==> config.mk <==
export PLATFORM = sky130hd
export DESIGN_NAME = div_issue
export DESIGN_NICKNAME = d
export VERILOG_FILES = /design/src/rtl/div_issue.sv
export SDC_FILE = /design/constraint.sdc
export NUM_CORES = 1
export LEC_CHECK = 0
export BUFFER_PORTS_ARGS = -buffer_cell sky130_fd_sc_hd__clkbuf_2
export CORE_AREA = 2 2 128 130
export DETAILED_ROUTE_END_ITERATION = 10
export DIE_AREA = 0 0 130 132
export PLACE_DENSITY = 0.69
export SYNTH_ARGS = -nofsm -noshare
export SYNTH_HDL_FRONTEND = slang
export SYNTH_SLANG_ARGS = --single-unit
==> constraint.sdc <==
create_clock -name clk -period 6.3 [get_ports clk]
set_input_delay 1.26 -clock clk [delete_from_list [all_inputs] [get_ports clk]]
set_output_delay 1.26 -clock clk [all_outputs]
set_load 0.005 [all_outputs]
==> src/rtl/div_issue.sv <==
// Divide issue/commit controller: hands a DIV/DIVU from EX to the iterative
// divider, stalls EX until the result lands in HI/LO, and owns HI/LO.
module div_issue (
    input  logic        clk,
    input  logic        rst,
    input  logic        ex_div_i,
    input  logic        ex_signed_i,
    input  logic [31:0] ex_op1_i,
    input  logic [31:0] ex_op2_i,
    input  logic        flush_i,
    output logic        stall_o,
    output logic        div_start_o,
    output logic        div_signed_o,
    output logic [31:0] div_op1_o,
    output logic [31:0] div_op2_o,
    output logic        div_annul_o,
    input  logic [63:0] div_result_i,
    input  logic        div_ready_i,
    input  logic        hi_we_i,
    input  logic [31:0] hi_wdata_i,
    input  logic        lo_we_i,
    input  logic [31:0] lo_wdata_i,
    output logic [31:0] hi_o,
    output logic [31:0] lo_o,
    output logic        div_done_o
);

    typedef enum logic [1:0] {
        IDLE = 2'd0,
        BUSY = 2'd1,
        DONE = 2'd2
    } state_t;

    state_t      state_q, state_d;
    logic        start_q, start_d;
    logic        signed_q, signed_d;
    logic [31:0] op1_q, op1_d;
    logic [31:0] op2_q, op2_d;
    logic [31:0] hi_q, hi_d;
    logic [31:0] lo_q, lo_d;

    logic        accept;
    logic        commit;

    assign accept = (state_q == IDLE) && ex_div_i && !flush_i;
    // A flush in BUSY wins over a simultaneous ready: the result is discarded.
    assign commit = (state_q == BUSY) && !flush_i && div_ready_i;

    // State register
    always_ff @(posedge clk or posedge rst) begin
        if (rst) begin
            state_q  <= IDLE;
            start_q  <= 1'b0;
            signed_q <= 1'b0;
            op1_q    <= '0;
            op2_q    <= '0;
            hi_q     <= '0;
            lo_q     <= '0;
        end else begin
            state_q  <= state_d;
            start_q  <= start_d;
            signed_q <= signed_d;
            op1_q    <= op1_d;
            op2_q    <= op2_d;
            hi_q     <= hi_d;
            lo_q     <= lo_d;
        end
    end

    // Next-state logic
    always_comb begin
        state_d = state_q;
        case (state_q)
            IDLE: if (accept) state_d = BUSY;
            BUSY: begin
                if (flush_i) begin
                    state_d = IDLE;
                end else if (div_ready_i) begin
                    state_d = DONE;
                end
            end
            DONE:    state_d = IDLE;
            default: state_d = IDLE;
        endcase
    end

    // Operand latch, start handshake and HI/LO write path
    always_comb begin
        signed_d = signed_q;
        op1_d    = op1_q;
        op2_d    = op2_q;
        if (accept) begin
            signed_d = ex_signed_i;
            op1_d    = ex_op1_i;
            op2_d    = ex_op2_i;
        end

        // Start stays high through BUSY until ready or flush, low in DONE/IDLE.
        start_d = accept || ((state_q == BUSY) && !flush_i && !div_ready_i);

        hi_d = hi_q;
        lo_d = lo_q;
        if (commit) begin
            hi_d = div_result_i[63:32];
            lo_d = div_result_i[31:0];
        end else begin
            if (hi_we_i) hi_d = hi_wdata_i;
            if (lo_we_i) lo_d = lo_wdata_i;
        end
    end

    // Output logic
    always_comb begin
        stall_o     = accept || ((state_q == BUSY) && !flush_i);
        div_annul_o = (state_q == BUSY) && flush_i;
        div_done_o  = (state_q == DONE);
    end

    assign div_start_o  = start_q;
    assign div_signed_o = signed_q;
    assign div_op1_o    = op1_q;
    assign div_op2_o    = op2_q;
    assign hi_o         = hi_q;
    assign lo_o         = lo_q;

endmodule

# == After elaboration in Yosys (flattened, before gate mapping) ==
# Cells that the tools add are included.
# word_totals
register_bits,132
in_bits,200
output_inout_bits,133
word_cells,33
# op_classes
n_eq_ne,4
n_mux,8
n_reduce_logical,14
# op_table
operator,n
$mux W32,4
$logic_and A1 B1 Y1,6
$mux W2,3
$pmux W2 S2,1
$reduce_bool A2 Y1,2
$ne A3 B3 Y1 const B,1
$eq A2 B1 Y1 const B,1
$eq A2 B2 Y1 const B,1
$logic_not A1 Y1,2
$logic_not A2 Y1,1
$logic_or A1 B1 Y1,2
$ne A2 B2 Y1 const B,1
$reduce_and A2 Y1,1

# == Depth between registers and ports, before layout ==
# Gate-level depths: netlist of run 1.
# logic_depth
word_depth,5
depth_mapped,4
depth_no_buf,2

# == Least setup slack after synthesis of run 1 ==
# OpenSTA, ideal clock, no wires.
# synth_path
path_type,input to output
startpoint,in flush_i
endpoint,out stall_o
t_arrival_ns,1.464
t_required_ns,5.040
setup_slack_ns,3.576
path_stages,1
n_path_buf,0
cell_sequence,nor3_1
# synth_via
elab_chain_cells,3
elab_cells_between_ends,4
classes_between,reduce/logical: 4
# synth_rtl
element,line_no,text
from (decl),10,"input logic flush_i,"
$logic_not A1 Y1 *,"45, 114",
$logic_and A1 B1 Y1 (on tied branches),"45, 114",
$logic_or A1 B1 Y1 *,114,stall_o = accept || ((state_q == BUSY) && !flush_i);
to (decl),11,"output logic stall_o,"
# Mark *: on every way between the ends. The rest lies on a longest branch, timed or not.

# == Final worst setup path of run 1 ==
# layout_path
startpoint,in flush_i
endpoint,out div_annul_o
# layout_via
elab_chain_cells,1
# layout_rtl
element,line_no,text
$logic_and A1 B1 Y1,115,div_annul_o = (state_q == BUSY) && flush_i;
to (decl),16,"output logic div_annul_o,"
# No other way between the ends.

==> results of run 1 <==
sequential cells by signal (all words and copies together) (netlist names):
| name | count |
|---|---|
| div_op2_o | 32 |
| div_start_o | 1 |
| div_signed_o | 1 |
| state_q | 2 |
| div_op1_o | 32 |
| lo_o | 32 |
| hi_o | 32 |
cells by family after synthesis:
family,count (synthesis),synth area share
DFF,132,0.5758
buffers and inverters,24,0.03184
and+or+nand+nor,8,0.01090
AOI/OAI and AO/OA,2,0.002616
muxes,193,0.3788
routing by layer:
layer	global-route usage	share of wire	routed length, um
met5	0	0	0
met4	0.07587	0.029	422
met3	0.05885	0.081	1186
met2	0.3290	0.55	8075
met1	0.1703	0.34	5023
Yosys cell counts (all sizes together):
library cell | n | area (sq um)
clkbuf | 2 | 7.510
nor2 | 1 | 3.750
and3b | 1 | 8.760
mux2 | 193 | 2173
nor2b | 1 | 6.260
dfrtp | 132 | 3303
inv | 2 | 7.510
nor4b | 1 | 15.01
a211oi | 2 | 15.01
nand2b | 2 | 12.51
nand4bb | 1 | 11.26
nor3 | 1 | 5.000
buf | 20 | 167.7
metrics by stage:
stage	std cells	utilization	worst slack, ns	hold slack [ns]	power [uW]
final	920	0.5154	3.292	0.4814	2408
after global routing	920	0.5154	3.236	0.5025	2545
after CTS	920	0.5154	3.293	0.4867	2448
after detailed placement	888	0.4801	3.297	0.4736	1520
after global placement	888	0.4801	3.307	0.4658	1494
after floorplan	359	-	1.514	0.4828	1266
how the worst min path moves through the flow:
stage,startpoint,to,slack [ns],cells past startpoint
floorplan,div_op1_o[0],div_op1_o[0],0.48,1
global placement,div_op2_o[25],div_op2_o[25],0.47,1
detailed placement,div_op1_o[14],div_op1_o[14],0.47,1
global route,div_op1_o[14],div_op1_o[14],0.50,1
finish,div_op1_o[14],div_op1_o[14],0.48,1
CTS,div_op1_o[14],div_op1_o[14],0.49,1
power breakdown:
part | internal [uW] | total [uW] | leakage (uW) | switching (uW)
combinational | 258 | 437 | 0.00222 | 179
sequential | 985 | 1060 | 0.00155 | 71.3
clock | 523 | 915 | 0.000263 | 392
worst reg2reg max path, delay by kind of cell (launching register included):
kind | cells | cell delay (ns)
buffers and inverters | 1 | 0.67
DFF | 1 | 0.47
muxes | 1 | 0.47
and+or+nand+nor | 1 | 0.28
cell type report:
type | instances | area (sq um)
flip-flops and latches | 132 | 3303
clock buffers | 18 | 439.2
well taps | 216 | 270.3
multi-input cells | 203 | 2276
repair buffers | 335 | 1684
inverters | 2 | 10.01
clock inverters | 14 | 116.4
fillers | 1408 | 7614
==> summary.txt, run 1 <==
Critical path
  – Crit path largest cell delay: 0.21 ns
  – Slowest-stage cell, CP: and3b_1
  – Reg2Reg Depth: 3
  – Crit path launch type: primary input
  – CP Max Fanout: 6
  – Crit Path Class: primary input to output pin
  – Buf/Inv on CP: 2
  – Worst path required time: 5.04 ns
  – Critical Path Stages: 3
  – R2R setup slack: 4.31 ns
  – Origin of the worst setup path: flush_i
  – R2r startpoint: state_q[1]
  – Worst path most repeated cell: clkbuf_2
  – Reg-to-Reg End: div_op1_o[30]
  – Crit path to: div_annul_o
  – CP Cell Sequence: clkbuf_2 -> and3b_1 -> clkbuf_2
  – CP arrival: 1.75 ns
  – Crit. End Element: output pin
  – Worst path top cell family by delay: buffers and inverters

Flow run
  – Max Cap Viol: 0

Detailed routing
  – Initial DRC count: 86
  – Drt drc: 0
  – Antenna Violating Nets Remaining: 0
  – Drt pass-1 iters: 4
  – Post-Route WL: ~15000 um
  – WL/cell: 15.99 um
  – Vias per cell: 4.570
  – Vias: approximately 4200

Die
  – Die W: roughly 130 um
  – Rows: 46
  – Core ar.: 15710 sq um
  – Die H: 132 um
  – # IOs: 333
  – Full die area: roughly 17000 sq um
  – Initial core utilization: 0.3651

Placed design
  – Final GP Congestion: 0.7721
  – Post-DP HPWL: 11530 um
  – Buffers on Ports: 332
  – Placed cell areas: roughly 7500 sq um

GRT
  – First-pass GRT wire length: between 20000 and 25000 um
  – Largest net degree at the start of global routing: 72
  – Vias in the first global route: approximately 4700
  – Initial antenna violation count: 0
  – Gr ovfl total: 0
  – GRT Total Usage: 0.1750

Timing
  – Slew HR: 0.4035
  – Final setup violation count: 0
  – Clk_skew: 0.006211 ns
  – Final hold violation count: 0
  – Worst Tran Pin Value: 0.8948 ns
  – Fmax achieved: 332.5 MHz
  – Max-slew violation count: 0
  – Tcrit/Tclk final: 0.4774
  – Tmin final: 3.008 ns
  – TNS Setup: 0 ns
  – RSZ-0062 raised after global routing: false

Synth
  – Yosys warns: 0
  – Synth cell types: 16
  – Yosys reg bits: 132
  – Synthesized area: between 5000 and 6000 sq um
  – Mean post-synth cell area: 15.98 sq um
  – Sequential element share of the synthesized area: 0.5758
  – Syn nets: 559
  – Post-Syn Instances: 359

Run status
  – Status: completed

Min path
  – Min-delay worst type: flop to flop

Clock network
  – CTS sink count: 132
  – CTS tree: built
  – Worst-Skew Late Latency: roughly 0.41 ns
  – CTS Root Cell: clkbuf_16
  – H-tree levels: 4
  – Hold Buf Count CTS: 0
  – Max clock buf depth: 2
  – CTS Buf Count: 17
  – Postcts setup bufs: 0
  – Clk pin slew, worst setup/hold paths: ~0.06 ns
  – Post-CTS Resized: 0

Finish
  – # nets final: 891
  – Synth-to-layout area growth: 41.18%
  – Commonest cells after routing, fill and taps aside: clkbuf_2 (332), dfrtp_1 (132), mux2_1 (100)
  – Fin area: 8099 sq um
  – Commonest non-fill, non-tap cell in the layout: clkbuf_2
  – Fraction of layout cells with a size suffix above 1: 0.6577
  – Antenna cell count: 0

Pwr
  – Power Dens Cells: between 200 and 300 nW/um^2
  – Maximum vdd drop: roughly 0.17 mV
  – Lkg Pwr: 0.004035 uW
(Power assumes the default switching activity.)
==> inputs of run 2 (changes only) <==
==> constraint.sdc (replaced) <==
create_clock -name clk -period 2.96 [get_ports clk]
set_input_delay 0.592 -clock clk [delete_from_list [all_inputs] [get_ports clk]]
set_output_delay 0.592 -clock clk [all_outputs]
set_load 0.005 [all_outputs]
==> run 2 against run 1 <==
  * Clock skew about the same
  * Register-to-register slack worse by 3.4 ns
  * Worst hold slack lost 0.093 ns
  * Non-clock buffer count stayed put
  * Global-route usage shrank 0.72 points
  * Routed wire length down 2.3%
  * Clock power is 140% higher
==> summary.txt, run 2 (same netlist as run 1, synthesis figures left out) <==
Timing
  – Slew HR: 0.4540 (was 0.4035)
  – Worst Tran Pin Value: 0.8189 ns (was 0.8948 ns)
  – Final hold violation count: 0 (unchanged)
  – Fmax achieved: 491.2 MHz
  – RSZ-0062 raised after global routing: false (unchanged)
  – Final setup violation count: 0 (unchanged)
  – Tmin final: 2.036 ns
  – Max-slew violation count: 0 (unchanged)
  – Clk_skew: 0.006622 ns (was 0.006211 ns)
  – TNS Setup: 0 ns (unchanged)
  – Tcrit/Tclk final: 0.6878

Die
  – Die W: 130 um (unchanged)
  – Rows: 46 (unchanged)
  – Core ar.: 15710 sq um (unchanged)
  – Die H: 132 um (unchanged)
  – Full die area: 17160 sq um (unchanged)
  – Initial core utilization: 0.3651 (unchanged)
  – # IOs: 333 (unchanged)

Placed design
  – Buffers on Ports: 332 (unchanged)
  – Post-DP HPWL: 10920 um (was 11530 um)
  – Final GP Congestion: 0.7386 (was 0.7721)

Critical path
  – Crit. End Element: flop (was output pin)
  – Slowest-stage cell, CP: nand4bb_4 (was and3b_1)
  – Crit path largest cell delay: 0.67 ns (was 0.21 ns)
  – CP arrival: 2.32 ns (was 1.75 ns)
  – Worst path required time: 3.24 ns (was 5.04 ns)
  – Crit Path Class: flop to flop (was primary input to output pin)
  – CP Cell Sequence: nand4bb_4 -> buf_12 -> mux2_1 (was clkbuf_2 -> and3b_1 -> clkbuf_2)
  – Crit path launch type: flop (was primary input)
  – CP Max Fanout: 38 (was 6)
  – Reg2Reg Depth: 3 (unchanged)

Clock network
  – CTS sink count: 132 (unchanged)
  – Clk pin slew, worst setup/hold paths: 0.06 ns (about the same)
  – Worst-Skew Late Latency: 0.41 ns (about the same)
  – CTS tree: built (unchanged)
  – CTS Buf Count: 17 (unchanged)
  – Max clock buf depth: 2 (unchanged)
  – Hold Buf Count CTS: 0 (unchanged)
  – H-tree levels: 4 (unchanged)
  – CTS Root Cell: clkbuf_16 (unchanged)
  – Postcts setup bufs: 0 (unchanged)
  – Post-CTS Resized: 0 (unchanged)

Pwr
  – Lkg Pwr: 0.004091 uW (was 0.004035 uW)
  – Power Dens Cells: 656.8 nW/um^2 (was 297.3 nW/um^2)
  – Maximum vdd drop: 0.3671 mV (was 0.1683 mV)
  – Tot Pwr: 5394 uW (was 2408 uW)

Run status
  – Status: completed (unchanged)

Detailed routing
  – Drt drc: 0 (unchanged)
  – Antenna Violating Nets Remaining: 0 (unchanged)
  – Post-Route WL: 14360 um (was 14710 um)
  – Drt pass-1 iters: 5 (was 4)
  – Initial DRC count: 110 (was 86)
  – WL/cell: 15.61 um (was 15.99 um)
  – Vias: 4209 (was 4204)
  – Vias per cell: 4.575 (was 4.570)

Finish
  – Antenna cell count: 0 (unchanged)
  – Synth-to-layout area growth: 43.14% (was 41.18%)
  – Commonest cells after routing, fill and taps aside: clkbuf_2 (332), dfrtp_1 (132), mux2_1 (100) (unchanged)
  – Commonest non-fill, non-tap cell in the layout: clkbuf_2 (unchanged)
  – # nets final: 891 (unchanged)
  – Fraction of layout cells with a size suffix above 1: 0.6563 (was 0.6577)

GRT
  – First-pass GRT wire length: 22360 um (was 23230 um)
  – GRT Total Usage: 0.1677 (was 0.1750)
  – Vias in the first global route: 4554 (was 4659)
  – Initial antenna violation count: 0 (unchanged)
  – Gr ovfl total: 0 (unchanged)
  – Largest net degree at the start of global routing: 133 (was 72)

Flow run
  – Max Cap Viol: 0 (unchanged)

Min path
  – Min-delay worst type: primary input to asynchronous set/reset pin (was flop to flop)
-- run 2: cell count changes in the layout (fill, tap and decap cells not counted) --
cell        delta
clkinvlp_4     -3
bufinv_16      +4
clkbuf_8       -1
inv_8          -1
clkinv_2       +1
buf_4          -3
inv_4          -1
clkbuf_1       +1
clkinv_4       +3
buf_12         +3
inv_6          -3
-- run 2: cell type report --
cell class	count	area (sq um)
Clock inverter	14	200.2
Sequential cell	132	3303
Clock buffer	18	429.2
Tap cell	216	270.3
Multi-Input combinational cell	203	2276
Fill cell	1388	7501
Inverter	2	11.26
Timing Repair Buffer	335	1722
-- run 2: critical path, delay by kind of cell (launching register included) --
kind	cells	cell delay, ns
buf+inv	1	0.41
flops	1	0.47
mux	1	0.33
simple gates	1	0.67
-- run 2: final timing paths --
kind	to	slack, ns	start
worst max-delay path	lo_o[2]	0.92	state_q[1]
worst min-delay path	div_op1_o[0]	0.39	rst
worst max register to register	lo_o[2]	0.92	state_q[1]
worst min register to register	div_op2_o[29]	0.49	div_op2_o[29]
max in group asynchronous	hi_o[5]	2.06	rst
min in group clk	hi_o[23]	0.39	div_result_i[55]
-- run 2: power breakdown --
group          leakage [uW]  internal, uW  total, uW  switching [uW]
Clock              0.000309          1420       2220             803
Sequential          0.00155          2100       2250             149
Combinational       0.00223           552        925             372
Total               0.00409          4070       5390            1320
-- run 2: layer usage --
metal,wire length (um),global-route usage
met1,5444,0.1797
met2,7357,0.2941
met3,1082,0.05844
met4,478,0.07587
met5,0,0
-- run 2: per-stage QoR --
stage	utilization	setup slack, ns	hold WS [ns]	instance area, sq um	std cells
after floorplan	-	0.7308	0.4828	5741	359
after global placement	0.4826	0.7273	0.4671	7582	888
after detailed placement	0.4826	0.6723	0.4752	7582	888
after CTS	0.5226	0.9005	0.3638	8212	920
after global routing	0.5226	0.8080	0.3731	8212	920
final	0.5226	0.9240	0.3884	8212	920
==> inputs of run 3 (changes only) <==
==> config.mk (replaced) <==
export PLATFORM = sky130hd
export DESIGN_NAME = div_issue
export DESIGN_NICKNAME = d
export VERILOG_FILES = /design/src/rtl/div_issue.sv
export SDC_FILE = /design/constraint.sdc
export NUM_CORES = 1
export LEC_CHECK = 0
export ABC_AREA = 1
export BUFFER_PORTS_ARGS = -buffer_cell sky130_fd_sc_hd__clkbuf_2
export CORE_MARGIN = 2
export CORE_UTILIZATION = 42
export DETAILED_ROUTE_END_ITERATION = 10
export PLACE_DENSITY = 0.78
export SYNTH_ARGS = -nofsm -noshare
export SYNTH_HDL_FRONTEND = slang
export SYNTH_SLANG_ARGS = --single-unit
==> constraint.sdc (replaced) <==
create_clock -name clk -period 1.8 [get_ports clk]
set_input_delay 0.36 -clock clk [delete_from_list [all_inputs] [get_ports clk]]
set_output_delay 0.36 -clock clk [all_outputs]
set_load 0.005 [all_outputs]
==> run 3 against run 2 <==
  * Combinational power up 84%
  * Utilization up 6.4 points
  * Critical endpoint is now stall_o
  * Final cell count up 48%
  * Design area up 8.2%
  * Register-to-register slack worse by 0.52 ns
  * Global-route usage up 5.8 points
  * Highest routed layer unchanged
==> summary.txt, run 3 <==
Run status
  – Status: completed (unchanged)

Finish
  – Commonest cells after routing, fill and taps aside: clkbuf_2 (332), nand2_1 (323), inv_1 (132), dfrtp_1 (132) (was clkbuf_2 (332), dfrtp_1 (132), mux2_1 (100))
  – Final Core Density: 0.5864 (was 0.5226)
  – # nets final: 1362 (was 891)
  – Synth-to-layout area growth: 36.74% (was 43.14%)
  – Fraction of layout cells with a size suffix above 1: 0.3328 (was 0.6563)
  – Antenna cell count: 0 (unchanged)
  – Commonest non-fill, non-tap cell in the layout: clkbuf_2 (unchanged)
  – Finished Layout Cells: 1363 (was 920)

Synth
  – Mean post-synth cell area: 7.605 sq um (was 15.98 sq um)
  – Synthesized area: 6495 sq um (was 5737 sq um)
  – Dominant cell type by area after synthesis: dfrtp_1 (unchanged)
  – Sequential element share of the synthesized area: 0.5086 (was 0.5758)
  – Most used DFF post-synth: dfrtp_1 (unchanged)
  – Number of enable flip-flop cells after synthesis: 0 (unchanged)
  – Synth cell types: 19 (was 16)
  – FFs w/ async S/R, synth: 1.000 (unchanged)
  – Synth area leaders: dfrtp_1 (51%), nand2_1 (19%), inv_1 (7.7%) (was dfrtp_1 (58%), mux2_1 (20%), mux2_2 (18%))
  – Syn nets: 1054 (was 559)
  – Yosys reg bits: 132 (unchanged)
  – Top cells by count, synth: nand2_1 (323), inv_1 (133), dfrtp_1 (132), nand3_1 (64), nand4_1 (64) (was dfrtp_1 (132), mux2_1 (100), mux2_2 (93), buf_6 (10), buf_2 (8))
  – Post-Syn Instances: 854 (was 359)
  – Yosys warns: 0 (unchanged)
  – Most common cell in the netlist: nand2_1 (was dfrtp_1)
  – Area fraction of the dominant cell type after synthesis: 0.5086 (was 0.5758)

Critical path
  – Reg2Reg Depth: 4 (was 3)
  – Worst path required time: 1.44 ns (was 3.24 ns)
  – Reg-to-Reg End: div_op2_o[1] (was lo_o[2])
  – Slowest-stage cell, CP: dfrtp_1 (was nand4bb_4)
  – Critical Path Stages: 4 (was 3)
  – CP Max Fanout: 3 (was 38)
  – R2R setup slack: 0.40 ns (was 0.92 ns)
  – Crit Path Class: flop to output pin (was flop to flop)
  – R2r startpoint: state_q[1] (unchanged)
  – Crit path largest cell delay: 0.42 ns (was 0.67 ns)
  – Origin of the worst setup path: state_q[1] (unchanged)
  – Crit path launch type: flop (unchanged)
  – Crit path to: stall_o (was lo_o[2])
  – CP arrival: 1.31 ns (was 2.32 ns)
  – CP Cell Sequence: inv_2 -> nand4_4 -> nand2_1 -> clkbuf_2 (was nand4bb_4 -> buf_12 -> mux2_1)
  – Crit. End Element: output pin (was flop)
  – Buf/Inv on CP: 2 (was 1)
  – Worst path top cell family by delay: flip-flops (was simple AND/OR/NAND/NOR gates)

Clock network
  – CTS Buf Count: 17 (unchanged)
  – CTS sink count: 132 (unchanged)
  – CTS tree: built (unchanged)
  – CTS Root Cell: clkbuf_16 (unchanged)
  – H-tree levels: 4 (unchanged)
  – Worst-Skew Late Latency: 0.41 ns (about the same)
  – Clk pin slew, worst setup/hold paths: 0.06 ns (about the same)
  – Post-CTS Resized: 0 (unchanged)
  – Max clock buf depth: 2 (unchanged)

Pwr
  – Power Dens Cells: 984.8 nW/um^2 (was 656.8 nW/um^2)
  – Maximum vdd drop: 0.6194 mV (was 0.3671 mV)
  – Tot Pwr: 8746 uW (was 5394 uW)
  – Lkg Pwr: 0.005482 uW (was 0.004091 uW)

Placed design
  – Post-DP HPWL: 13510 um (was 10920 um)
  – Buffers on Ports: 332 (unchanged)
  – Final GP Congestion: 0.8496 (was 0.7386)
  – Placed Instances: 1330 (was 888)

Die
  – Core ar.: 15150 sq um (was 15710 sq um)
  – Full die area: 16480 sq um (was 17160 sq um)
  – Rows: 45 (was 46)
  – # IOs: 333 (unchanged)
  – Initial core utilization: 0.4288 (was 0.3651)
  – Die W: 128.4 um (was 130 um)
  – Die H: 128.4 um (was 132 um)

Detailed routing
  – Drt drc: 0 (unchanged)
  – Antenna Violating Nets Remaining: 0 (unchanged)
  – Vias per cell: 4.795 (was 4.575)
  – Drt pass-1 iters: 5 (unchanged)
  – Initial DRC count: 406 (was 110)
  – WL/cell: 13.57 um (was 15.61 um)
  – Vias: 6535 (was 4209)
  – Post-Route WL: 18500 um (was 14360 um)

Timing
  – Clk_skew: 0.01258 ns (was 0.006622 ns)
  – Final hold violation count: 0 (unchanged)
  – Max-slew violation count: 0 (unchanged)
  – Fmax achieved: about 600 MHz
  – Worst Tran Pin Value: 0.4872 ns (was 0.8189 ns)
  – Slew HR: 0.6752 (was 0.4540)
  – TNS Setup: 0 ns (unchanged)
  – Tcrit/Tclk final: 0.9252
  – Final setup violation count: 0 (unchanged)
  – RSZ-0062 raised after global routing: false (unchanged)
  – Tmin final: 1.665 ns

Min path
  – Min-delay worst type: primary input to asynchronous set/reset pin (unchanged)

Flow run
  – Max Cap Viol: 0 (unchanged)

GRT
  – Gr ovfl total: 0 (unchanged)
  – Initial antenna violation count: 0 (unchanged)
  – Largest net degree at the start of global routing: 133 (unchanged)
  – First-pass GRT wire length: 29590 um (was 22360 um)
  – Vias in the first global route: 6105 (was 4554)
  – GRT Total Usage: 0.2259 (was 0.1677)
-- run 3: cell count changes after synthesis, sizes merged, moves of 20 or more --
| cell | delta |
|---|---|
| nand4 | +66 |
| nand3 | +64 |
| buf | +21 |
| o21ai | +67 |
| mux2 | -193 |
| inv | +134 |
| clkbuf | +20 |
| nand2 | +323 |
-- run 3: final cells by class --
cell class	count	area, sq um
Clock buffer	18	439.2
Clock inverter	14	146.4
Fill cell	1433	6265
Inverter	136	514.2
Multi-Input combinational cell	523	2331
Sequential cell	132	3303
Tap cell	188	235.2
Timing Repair Buffer	352	1912
-- run 3: metal layers --
layer	vias to the layer above	track usage	routed length [um]
met2	295	0.3620	8871
met4	0	0.1054	640
met3	48	0.05946	1347
met1	2912	0.2872	7640
met5	-	0	0
li1	3280	-	-
-- run 3: tightest hold or removal path, delay by kind of cell --
family	cells	cell delay (ns)
buf+inv	3	0.52
-- run 3: cell families (layout without fill, tap and decap cells) --
kind of cell | count (synthesis) | count (layout) | synth area share
compound gates | 67 | 67 | 0.05163
flops | 132 | 132 | 0.5086
simple gates | 456 | 456 | 0.3051
buf+inv | 199 | 520 | 0.1347
-- run 3: power breakdown --
part | internal (uW) | switching [uW] | total [uW]
combinational | 778 | 917 | 1700
sequential | 3420 | 259 | 3680
clock | 1980 | 1390 | 3370
total | 6180 | 2560 | 8750
-- run 3: worst min-delay path by stage --
stage / endpoint / start / slack (ns) / cells after the start
6_report: div_op2_o[17] / rst / 0.08 / 3
5_1_grt: div_op2_o[17] / rst / 0.09 / 3
4_1_cts: div_op2_o[17] / rst / 0.08 / 3
3_5_place_dp: div_op1_o[28] / div_op1_o[28] / 0.47 / 2
3_3_place_gp: div_op2_o[28] / div_op2_o[28] / 0.47 / 2
2_1_floorplan: div_op1_o[0] / div_op1_o[0] / 0.48 / 2
-- run 3: stage by stage --
stage               hold WS, ns  setup WS [ns]  area, sq um
finish                  0.08131         0.1347         8881
global route            0.08699        0.01893         8881
CTS                     0.07714        0.04895         8874
detailed placement       0.4732         0.3700         8288
global placement         0.4657         0.4141         8288
floorplan                0.4763        -0.1972         6499
-- run 3: timing repair --
| item | CTS | global route |
|---|---|---|
| endpoints found under the setup margin | 0 | 1 |
| setup buffers | 0 | 1 |
| hold buffers | 0 | 0 |
